$ cat src/rtl/fetch_stage.sv
// Instruction-fetch stage: PC register with sequential/redirect selection,
// IF/ID pipeline register, sticky misaligned-target flag and two saturating counters.
module fetch_stage #(
  parameter int                    DATA_WIDTH  = 32,
  parameter logic [DATA_WIDTH-1:0] RESET_PC    = '0,
  parameter int                    COUNT_WIDTH = 16
) (
  input  logic                   clk,
  input  logic                   rst_n,
  input  logic                   stall_i,
  input  logic                   flush_i,
  input  logic                   redirect_i,
  input  logic [DATA_WIDTH-1:0]  target_i,
  output logic [DATA_WIDTH-1:0]  imem_addr_o,
  input  logic [DATA_WIDTH-1:0]  imem_rd_i,
  output logic [DATA_WIDTH-1:0]  instr_o,
  output logic [DATA_WIDTH-1:0]  PC_o,
  output logic [DATA_WIDTH-1:0]  PCPlus4_o,
  output logic                   valid_o,
  output logic                   misaligned_o,
  output logic [COUNT_WIDTH-1:0] fetch_count_o,
  output logic [COUNT_WIDTH-1:0] flush_count_o
);

  localparam logic [DATA_WIDTH-1:0] NOP = DATA_WIDTH'(32'h0000_0013);

  logic [DATA_WIDTH-1:0]  pc_reg, pc_next, pc_plus4;
  logic [DATA_WIDTH-1:0]  instr_reg, pc_o_reg, pc4_reg;
  logic                   valid_reg, misaligned_reg;
  logic [COUNT_WIDTH-1:0] fetch_cnt_reg, flush_cnt_reg;
  logic                   ifid_load, squash;

  // Redirect comes from execute, which is never stalled, so it beats stall.
  always_comb begin
    pc_plus4 = pc_reg + DATA_WIDTH'(4);
    pc_next  = pc_plus4;
    if (redirect_i) begin
      pc_next = {target_i[DATA_WIDTH-1:2], 2'b00};
    end else if (stall_i) begin
      pc_next = pc_reg;
    end
    ifid_load = !flush_i && !stall_i;
    squash    = flush_i && valid_reg;
  end

  always_ff @(posedge clk) begin
    if (!rst_n) begin
      pc_reg         <= RESET_PC;
      instr_reg      <= NOP;
      pc_o_reg       <= '0;
      pc4_reg        <= '0;
      valid_reg      <= 1'b0;
      misaligned_reg <= 1'b0;
      fetch_cnt_reg  <= '0;
      flush_cnt_reg  <= '0;
    end else begin
      pc_reg <= pc_next;
      if (redirect_i && (target_i[1:0] != 2'b00)) begin
        misaligned_reg <= 1'b1;
      end
      if (flush_i) begin
        instr_reg <= NOP;
        pc_o_reg  <= '0;
        pc4_reg   <= '0;
        valid_reg <= 1'b0;
      end else if (!stall_i) begin
        instr_reg <= imem_rd_i;
        pc_o_reg  <= pc_reg;
        pc4_reg   <= pc_plus4;
        valid_reg <= 1'b1;
      end
      // Counters saturate at all-ones instead of wrapping.
      if (ifid_load && (fetch_cnt_reg != '1)) begin
        fetch_cnt_reg <= fetch_cnt_reg + COUNT_WIDTH'(1);
      end
      if (squash && (flush_cnt_reg != '1)) begin
        flush_cnt_reg <= flush_cnt_reg + COUNT_WIDTH'(1);
      end
    end
  end

  assign imem_addr_o   = pc_reg;
  assign instr_o       = instr_reg;
  assign PC_o          = pc_o_reg;
  assign PCPlus4_o     = pc4_reg;
  assign valid_o       = valid_reg;
  assign misaligned_o  = misaligned_reg;
  assign fetch_count_o = fetch_cnt_reg;
  assign flush_count_o = flush_cnt_reg;

endmodule

$ cat config.mk
export PLATFORM = sky130hd
export DESIGN_NAME = fetch_stage
export DESIGN_NICKNAME = d
export VERILOG_FILES = /design/src/rtl/fetch_stage.sv
export SDC_FILE = /design/constraint.sdc
export NUM_CORES = 1
export LEC_CHECK = 0
export CORE_MARGIN = 2
export CORE_UTILIZATION = 30
export DETAILED_ROUTE_END_ITERATION = 10
export PLACE_DENSITY = 0.6
export RECOVER_POWER = 100
export SKIP_CTS_REPAIR_TIMING = 1
export SYNTH_ARGS = -nofsm -noshare
export SYNTH_HDL_FRONTEND = slang
export SYNTH_SLANG_ARGS = --single-unit
$ cat constraint.sdc
create_clock -name clk -period 4.45 [get_ports clk]
set_input_delay 0.445 -clock clk [delete_from_list [all_inputs] [get_ports clk]]
set_output_delay 0.445 -clock clk [all_outputs]
set_load 0.02 [all_outputs]
==> flow_summary.toml, run 1 <==
[outcome]
status = "finished, violations left"
violations = "max-capacitance violations, max-slew violations"

[synth]
yosys.area.top_type_share_pct = 44.9
avgSynthCellArea_um2 = 9.06
ys_types = 57
netlist_instances = 768
synth_area_leader_cell = "dfxtp_1"
synth-seq-area-share_pct = 44.9
synth_edf_count = 0
synth-seq-cells = 156
synth_area_mm2 = 0.00696
yosys_warnings = 0
synth_flop_cell = "dfxtp_1"
netlist_top_cells_area = "dfxtp_1 45%, mux2i_1 9.2%, nor2_1 5.7%"
ys_async_sr_fraction_pct = 0

[cells_and_area]
insertedDiodeCount = 0
drive_gt1_share_pct = 4.62
layout_commonest_cell = "dlygate4sd3_1"
nets = 1037
area_growth_pct = 40.8
fillerInstances = 2251
final_cell_mix = "159 x dlygate4sd3_1, 156 x dfxtp_1, 106 x nor2_1, 64 x mux2i_1, 64 x clkdlybuf4s50_1"

[floorplanning]
die_area_mm2 = 0.0244
initial_core_util_pct = 30.7
io_pins = 231
die_y_um = 156
core-area_mm2 = 0.0227
rows = 55
die_x_um = 156

[clocking]
worstSkewPairLatency_ps = 420
root_buffer = "clkbuf_16"
clk_pin_slew_ps = 70
h-tree-depth = 4
cts_sinks = 156
cts_tree = "yes"
cts_buffers = 17
cts_buffer_depth = 2

[drt]
final_antenna_net_count = 0
routed_wl_mm = 20.8
wl_per_cell_um = 16.5
via_per_inst = 4.87
vias = 6141
remaining_drc_errors = 0
drtPass1Iterations = 5
drtIter0Drc = 297

[sta]
finalHoldViolations = 0
relSlewSlack_pct = -16.2
tns_ps = 0
finalCritPeriodShare_pct = 69.7
rsz0062_at_grt = "no"
drv_slew = 75
setup_viol = 0
fin_crit_ps = 3100
skew_ps = 8.29
max_freq_ghz = 0.322
max_slew.worst_pin.slew_ps = 1740

[placed_design]
gp_congestion = 0.769
io_buffers = 224
dpl.hpwl_mm = 14.9

[setup_path]
crit_path_cell_trace = "ha_1, nand4_4, nor3_1, nand4_1, or4_1, a31oi_1"
critPathLaunchType = "register"
max_stage_delay_ps = 640
reg2reg_slack_ps = 1350
timing.critical_path.fanout_max = 11
crit_arrival_ps = 3440
crit_required_ps = 4790
endpoint_kind = "register"
path_class = "register to register"
crit_slowest_cell = "or4_1"

[power_and_ir_drop]
netSwitchingPower_mw = 0.854
p_sw_share_pct = 25.6
pwr-share-clk_pct = 43.8
power.leakage_nw = 3.96
p_int_mw = 2.48
p_seq_share_pct = 45.1
ir_drop_mv = 0.230
p_per_area_mw_per_mm2 = 341
combPwrFrac_pct = 11.1
power_mw = 3.34

[global_routing]
first_global_vias = 5669
grt_max_degree = 58
track_usage_pct = 16.5
gr-total-overflow = 0
antenna_found_initial = 0
grt_pass1_wl_mm = 31.5

[run]
drv_cap = 3

[worst_hold_path]
min_path_type = "register to register"
==> state kept, by name, indices dropped and copies added, names as in the netlist <==
signal	cells
flush_count_o	16
imem_addr_o	30
misaligned_o	1
valid_o	1
fetch_count_o	16
PC_o	30
instr_o	32
PCPlus4_o	30
==> layout make-up <==
class,count,area [µm²],area share (%)
multi-input cells,549,3430,35.0
flip-flops and latches,156,3120,31.9
repair buffers,229,2270,23.2
clock buffers,20,467,4.76
well taps,285,357,3.64
clock inverters,9,114,1.16
inverters,12,45.0,0.460
==> path summary, 6_finish.rpt <==
check                                 end  depth (start not counted)                         from
max          imem_addr_o[30]$_SDFFE_PN0P_                          6  imem_addr_o[2]$_SDFFE_PN0P_
min             misaligned_o$_SDFFE_PN0P_                          2    misaligned_o$_SDFFE_PN0P_
max reg2reg  imem_addr_o[30]$_SDFFE_PN0P_                          6  imem_addr_o[2]$_SDFFE_PN0P_
min reg2reg     misaligned_o$_SDFFE_PN0P_                          2    misaligned_o$_SDFFE_PN0P_
==> cells by family (layout without fill, tap and decap cells) <==
group | after synthesis | in the layout | synth area share (%)
multiplexers | 64 | 64 | 9.20
XOR/XNOR | 72 | 72 | 9.06
adder cells (fa/ha/maj) | 3 | 3 | 0.539
buffers and inverters | 68 | 270 | 5.64
AO/OA/AOI/OAI | 140 | 140 | 11.1
flip-flops | 156 | 156 | 44.9
AND/OR/NAND/NOR | 264 | 264 | 19.5
other | 1 | 6 | 0.0539
==> cell usage after synthesis, drive strengths merged (2+ instances only) <==
library cell / n
a211oi: 5
and2: 5
inv: 10
nor4: 8
o31ai: 4
o211ai: 3
nand4: 24
xnor2: 38
nand3: 22
o21a: 2
clkinv: 2
and4: 8
xor2: 34
nor3: 13
nor3b: 2
or3: 6
buf: 16
nor2: 107
nand2: 40
clkbuf: 40
mux2i: 64
dfxtp: 156
nand4b: 2
o21ai: 57
or4: 5
and3: 13
nor2b: 3
a21oi: 54
a31oi: 8
ha: 3
nand2b: 3
nor4b: 2
==> critical path: cells and delay by family, from the launching register on <==
kind                       cells  cell delay [ps]
AOI/OAI and AO/OA              1              160
and+or+nand+nor                4             2050
adders and majority gates      1              330
DFF                            1              460
==> per-layer routing <==
| metal | up-vias | track usage (%) | wire, µm |
|---|---|---|---|
| met5 | - | 0 | 0 |
| met1 | 2864 | 20.9 | 9100 |
| met4 | 0 | 5.50 | 374 |
| met3 | 23 | 4.62 | 1320 |
| met2 | 194 | 27.2 | 9990 |
| li1 | 3060 | - | - |
==> power by group through the flow <==
stage	clock network (mW)	registers [mW]	logic [mW]
2_1_floorplan	0	1.57	0.176
3_3_place_gp	0	1.54	0.392
3_5_place_dp	0	1.54	0.393
4_1_cts	1.50	1.51	0.394
5_1_grt	1.55	1.51	0.403
6_report	1.46	1.50	0.372
==> stage by stage <==
step | cells | setup WS [ps] | utilization (%) | hold WS (ps) | cell area [µm²]
floorplan | 773 | 2200 | - | 522 | 6980
global placement | 1231 | 1580 | 40.8 | 436 | 9270
detailed placement | 1231 | 1550 | 40.8 | 444 | 9270
CTS | 1260 | 1860 | 43.4 | 456 | 9850
global route | 1260 | 1040 | 43.2 | 479 | 9800
finish | 1260 | 1350 | 43.2 | 445 | 9800
(Power assumes the default switching activity.)
==> run 2: changes to the inputs <==
--- a/config.mk
+++ b/config.mk
@@ -8,7 +8,7 @@
 export CORE_MARGIN = 2
 export CORE_UTILIZATION = 30
 export DETAILED_ROUTE_END_ITERATION = 10
-export PLACE_DENSITY = 0.6
+export PLACE_DENSITY = 0.62
 export RECOVER_POWER = 100
 export SKIP_CTS_REPAIR_TIMING = 1
 export SYNTH_ARGS = -nofsm -noshare
==> constraint.sdc (replaced) <==
create_clock -name clk -period 2.73 [get_ports clk]
set_input_delay 0.273 -clock clk [delete_from_list [all_inputs] [get_ports clk]]
set_output_delay 0.273 -clock clk [all_outputs]
set_load 0.02 [all_outputs]
==> run 2 against run 1 <==
Against the previous run: the run still ends with max-capacitance violations, max-slew violations left; register-to-register slack worse by 960 ps; sequential power increased by 61%; largest cell class unchanged; critical endpoint is now PCPlus4_o[30]$_SDFFE_PP0N_; routed wire length rose by 2.1%; largest power group is now clock; worst setup slack lost 960 ps; highest routed layer unchanged; total power grew 68%; combinational power increased by 78%; cell count rose by 1.7%; cell area is 2.2% higher; die area is the same.
==> flow_summary.toml, run 2 (synthesis results as in run 1) <==
[drt]
drtIter0Drc = 316
drtPass1Iterations = 5
remaining_drc_errors = 0
wl_per_cell_um = 16.6
vias = 6227
via_per_inst = 4.86
final_antenna_net_count = 0
routed_wl_mm = 21.2

[sta]
drv_slew = 36
relSlewSlack_pct = -15.4
finalHoldViolations = 0
hold_ws_ps = 413
skew_ps = 8.49
max_slew.worst_pin.slew_ps = 1730
max_freq_ghz = 0.428
fin_crit_ps = 2340
rsz0062_at_grt = "no"
worst_slack_ps = 391
finalCritPeriodShare_pct = 85.7
setup_viol = 0
tns_ps = 0

[worst_hold_path]
min_path_type = "primary input to register"
worstHoldStart = "stall_i"
min_path_cells = 3
whs_endpoint = "PC_o[9]$_SDFFE_PP0N_"

[setup_path]
critPathLaunchType = "register"
path_class = "register to register"
timing.rr.end = "PCPlus4_o[30]$_SDFFE_PP0N_"
crit_arrival_ps = 2680
endpoint_kind = "register"
r2r_start = "imem_addr_o[2]$_SDFFE_PN0P_"
rr_worst_depth = 6
crit_required_ps = 3080
reg2reg_slack_ps = 390
timing.critical_path.fanout_max = 11

[global_routing]
antenna_found_initial = 0
track_usage_pct = 17.0
first_global_vias = 5823
grt_max_degree = 55
grt_pass1_wl_mm = 32.5
gr-total-overflow = 0

[cells_and_area]
insertedDiodeCount = 0
nets = 1057
area.sequential_mm2 = 0.00312
multi_input_area_mm2 = 0.00345
fin_cells = 1282
layout_commonest_cell = "dlygate4sd3_1"
largest_register_ffs = 32
final_cell_mix = "159 x dlygate4sd3_1, 156 x dfxtp_1, 106 x nor2_1, 64 x mux2i_1, 64 x clkdlybuf4s50_1"
drive_gt1_share_pct = 6.12
fillerInstances = 2274
area_growth_pct = 43.8

[clocking]
root_buffer = "clkbuf_16"
clk_pin_slew_ps = 60
cts_buffers = 17
cts_sinks = 156
cts_tree = "yes"
cts_buffer_depth = 2
worstSkewPairLatency_ps = 420
h-tree-depth = 4

[floorplanning]
io_pins = 231
die_area_mm2 = 0.0244
rows = 55
initial_core_util_pct = 30.7
core-area_mm2 = 0.0227
die_y_um = 156
die_x_um = 156

[outcome]
status = "finished, violations left"
violations = "max-capacitance violations, max-slew violations"

[power_and_ir_drop]
power.leakage_nw = 4.10
p_per_area_mw_per_mm2 = 559
ir_drop_mv = 0.350

[placed_design]
placedCellCount = 1251
dp_slack_ps = 490
gp_congestion = 0.828
io_buffers = 224
dpl.hpwl_mm = 15.2

[run]
drv_cap = 1
## run 2: worst max-delay path: stages (launching register included)
cell and delay [ps]:
dfxtp_1 330, ha_1 220, nand4_1 280, nor3_4 400
nand4_2 330, or4_1 560, a31oi_1 160
## run 2: area by class of cell
cell class                 count  area share, %
tap                          285           3.56
sequential                   156           31.2
clock inverter                11           1.69
multi-input combinational    549           34.5
timing repair buffer         249           24.2
clock buffer                  20           4.46
inverter                      12          0.450
## run 2: through the flow
stage	cell area [µm²]	total power, mW	utilization (%)
4_1_cts	10100	5.70	44.3
3_3_place_gp	9450	3.17	41.6
2_1_floorplan	6980	2.84	-
6_report	10000	5.60	44.1
5_1_grt	10000	5.82	44.1
3_5_place_dp	9450	3.18	41.6
## run 2: per-layer routing
| metal | track usage (%) | routed length, µm |
|---|---|---|
| met1 | 21.5 | 9360 |
| met5 | 0 | 0 |
| met2 | 28.3 | 10300 |
| met3 | 5.07 | 1280 |
| met4 | 4.59 | 235 |
## run 2: power by group
group / internal (mW) / switching, mW / total (mW)
Sequential: 2.35 / 0.0715 / 2.42
Clock: 1.55 / 0.964 / 2.51
Combinational: 0.306 / 0.357 / 0.662
## run 2: how the worst max path moves through the flow
stage | depth (start not counted) | to | from | slack (ps)
6_report | 6 | PCPlus4_o[30]$_SDFFE_PP0N_ | imem_addr_o[2]$_SDFFE_PN0P_ | 390
5_1_grt | 6 | PCPlus4_o[30]$_SDFFE_PP0N_ | imem_addr_o[2]$_SDFFE_PN0P_ | 160
4_1_cts | 6 | PCPlus4_o[30]$_SDFFE_PP0N_ | imem_addr_o[2]$_SDFFE_PN0P_ | 490
3_5_place_dp | 5 | fetch_count_o[14]$_SDFFE_PN0P_ | flush_i | 490
3_3_place_gp | 6 | fetch_count_o[13]$_SDFFE_PN0P_ | flush_i | 580
2_1_floorplan | 7 | PCPlus4_o[30]$_SDFFE_PP0N_ | imem_addr_o[2]$_SDFFE_PN0P_ | 480
==> run 3: changes to the inputs <==
--- a/config.mk
+++ b/config.mk
@@ -5,6 +5,8 @@
 export SDC_FILE = /design/constraint.sdc
 export NUM_CORES = 1
 export LEC_CHECK = 0
+export ABC_AREA = 1
+export CAP_MARGIN = 20
 export CORE_MARGIN = 2
 export CORE_UTILIZATION = 30
 export DETAILED_ROUTE_END_ITERATION = 10
==> run 3 against run 2 <==
Against the previous run: the flow now finishes without violations; critical path depth increased by 3; cell count increased by 22%; fmax increased by 3.9%; clock power decreased by 3%; routed wire length increased by 12%; largest cell class unchanged.
==> flow_summary.toml, run 3 <==
[cells_and_area]
layout_commonest_cell = "nand2_1"
largest_register_ffs = 32
final_cell_mix = "281 x nand2_1, 158 x dlygate4sd3_1, 156 x dfxtp_1, 130 x a21oi_1, 80 x inv_1"
nets = 1301
fillerInstances = 2499
area_growth_pct = 41.4
drive_gt1_share_pct = 7.00
finish.utilization_pct = 42.8
fin_area_mm2 = 0.0103

[clocking]
clk_pin_slew_ps = 70
root_buffer = "clkbuf_16"
cts_buffers = 17
h-tree-depth = 4
cts_buffer_depth = 2
cts_tree = "yes"
cts_sinks = 156
worstSkewPairLatency_ps = 420

[setup_path]
critPathLaunchType = "register"
endpoint_kind = "register"
crit_required_ps = 3080
crit_arrival_ps = 2610
path_class = "register to register"
critPathMostFrequentCell = "nand2_1"
rr_worst_depth = 9
timing.critical_path.fanout_max = 20
crit_slowest_cell = "nand2_1"
crit_path_cell_trace = "ha_1, nand3_1, nor3_1, nand3_1, nand2_1, inv_2, nand2_1, nand2_1, a21oi_1"
max_stage_delay_ps = 540

[outcome]
status = "completed"

[global_routing]
grt_max_degree = 65
first_global_vias = 6893
antenna_found_initial = 1
grt_pass1_wl_mm = 37.8
gr-total-overflow = 0
track_usage_pct = 18.4

[synth]
synth_area_leader_cell = "dfxtp_1"
synth-seq-cells = 156
netlist_top_cells_area = "dfxtp_1 43%, nand2_1 14%, a21oi_1 8.5%"
synth_most_common_cell = "nand2_1"
synth-seq-area-share_pct = 42.8
ys_async_sr_fraction_pct = 0
synth_edf_count = 0
netlist_instances = 1025
yosys.area.top_type_share_pct = 42.8
yosys_warnings = 0
synth_area_mm2 = 0.00729
avgSynthCellArea_um2 = 7.11
synth_top_cells_by_count = "279 x nand2_1, 156 x dfxtp_1, 124 x a21oi_1, 79 x inv_1, 72 x nor2_1"
synth_flop_cell = "dfxtp_1"
ys_types = 40

[worst_hold_path]
min_path_type = "primary input to register"
min_path_cells = 3

[sta]
rsz0062_at_grt = "no"
setup_viol = 0
max_freq_ghz = 0.444
fin_crit_ps = 2250
finalHoldViolations = 0
worst_slack_ps = 479
relSlewSlack_pct = 9.51
finalCritPeriodShare_pct = 82.5
drv_slew = 0
skew_ps = 12.7
tns_ps = 0
max_slew.worst_pin.slew_ps = 1360

[floorplanning]
die_y_um = 160
io_pins = 231
die_x_um = 160
core-area_mm2 = 0.0241
rows = 57
die_area_mm2 = 0.0256
initial_core_util_pct = 30.2

[placed_design]
gp_congestion = 0.851
dpl-instance-area_mm2 = 0.00977
io_buffers = 224
dpl.hpwl_mm = 17.3
dp_slack_ps = 644

[power_and_ir_drop]
power_mw = 5.49
ir_drop_mv = 0.322
power.leakage_nw = 4.08
p_per_area_mw_per_mm2 = 532

[drt]
final_antenna_net_count = 0
routed_wl_mm = 23.7
wl_per_cell_um = 15.1
drtPass1Iterations = 5
remaining_drc_errors = 0
drtIter0Drc = 427
via_per_inst = 4.68
vias = 7331

[run]
drv_cap = 0
run 3: changes by cell type after synthesis, sizes merged, moves of 7 or more:
cell	previous run	this run
and4	8	0
nor3	13	20
buf	16	25
nand3	22	60
and3	13	0
nor4	8	0
a21oi	54	136
xnor2	38	7
nand2	40	295
inv	10	85
xor2	34	17
nor2	107	89
clkbuf	40	31
mux2i	64	0
run 3: where the power goes:
group          switching, mW  total, mW  leakage [nW]  internal [mW]
registers             0.0696       2.42          1.27           2.35
clock network           1.00       2.44         0.283           1.44
logic                  0.369      0.625          2.53          0.257
run 3: routing by layer:
layer / vias to the layer above / track usage [%] / wire, µm
met4: 0 / 4.63 / 408
met5: - / 0 / 0
met2: 225 / 29.4 / 10800
li1: 3745 / - / -
met1: 3341 / 24.4 / 10700
met3: 20 / 5.64 / 1830
run 3: stage by stage:
step | std cells | hold slack, ps
2_1_floorplan | 1030 | 401
3_3_place_gp | 1534 | 437
3_5_place_dp | 1534 | 449
4_1_cts | 1566 | 222
5_1_grt | 1566 | 255
6_report | 1567 | 230
run 3: logic make-up (layout without fill, tap and decap cells):
family	Yosys count	in the layout	share of synthesized area (%)
AND/OR/NAND/NOR	489	489	29.7
XOR/XNOR	24	24	3.09
other	1	7	0.0514
flip-flops	156	156	42.8
buffers and inverters	142	354	8.37
adder cells (fa/ha/maj)	3	3	0.515
AO/OA/AOI/OAI	210	210	15.4
run 3: area by class of cell:
cell class                 count  area [µm²]  area share [%]
multi-input combinational    732        3520            34.2
sequential                   156        3120            30.3
timing repair buffer         236        2330            22.6
clock buffer                  18         429            4.16
tap                          324         405            3.93
inverter                      86         325            3.15
clock inverter                14         170            1.65
antenna                        1        2.50          0.0243
run 3: final timing paths:
path	start	endpoint	slack (ps)
max	flush_count_o[0]$_SDFFE_PN0P_	flush_count_o[5]$_SDFFE_PN0P_	480
min	stall_i	PCPlus4_o[20]$_SDFFE_PP0N_	230
max reg2reg	flush_count_o[0]$_SDFFE_PN0P_	flush_count_o[5]$_SDFFE_PN0P_	480
min reg2reg	instr_o[25]$_SDFFE_PP0N_	instr_o[25]$_SDFFE_PP0N_	450
run 3: worst max-delay path, delay by kind of cell, from the launching register on:
family	cells	cell delay, ps
flops	1	400
fa+ha+maj	1	220
compound gates	1	120
buf+inv	1	230
simple gates	6	1210
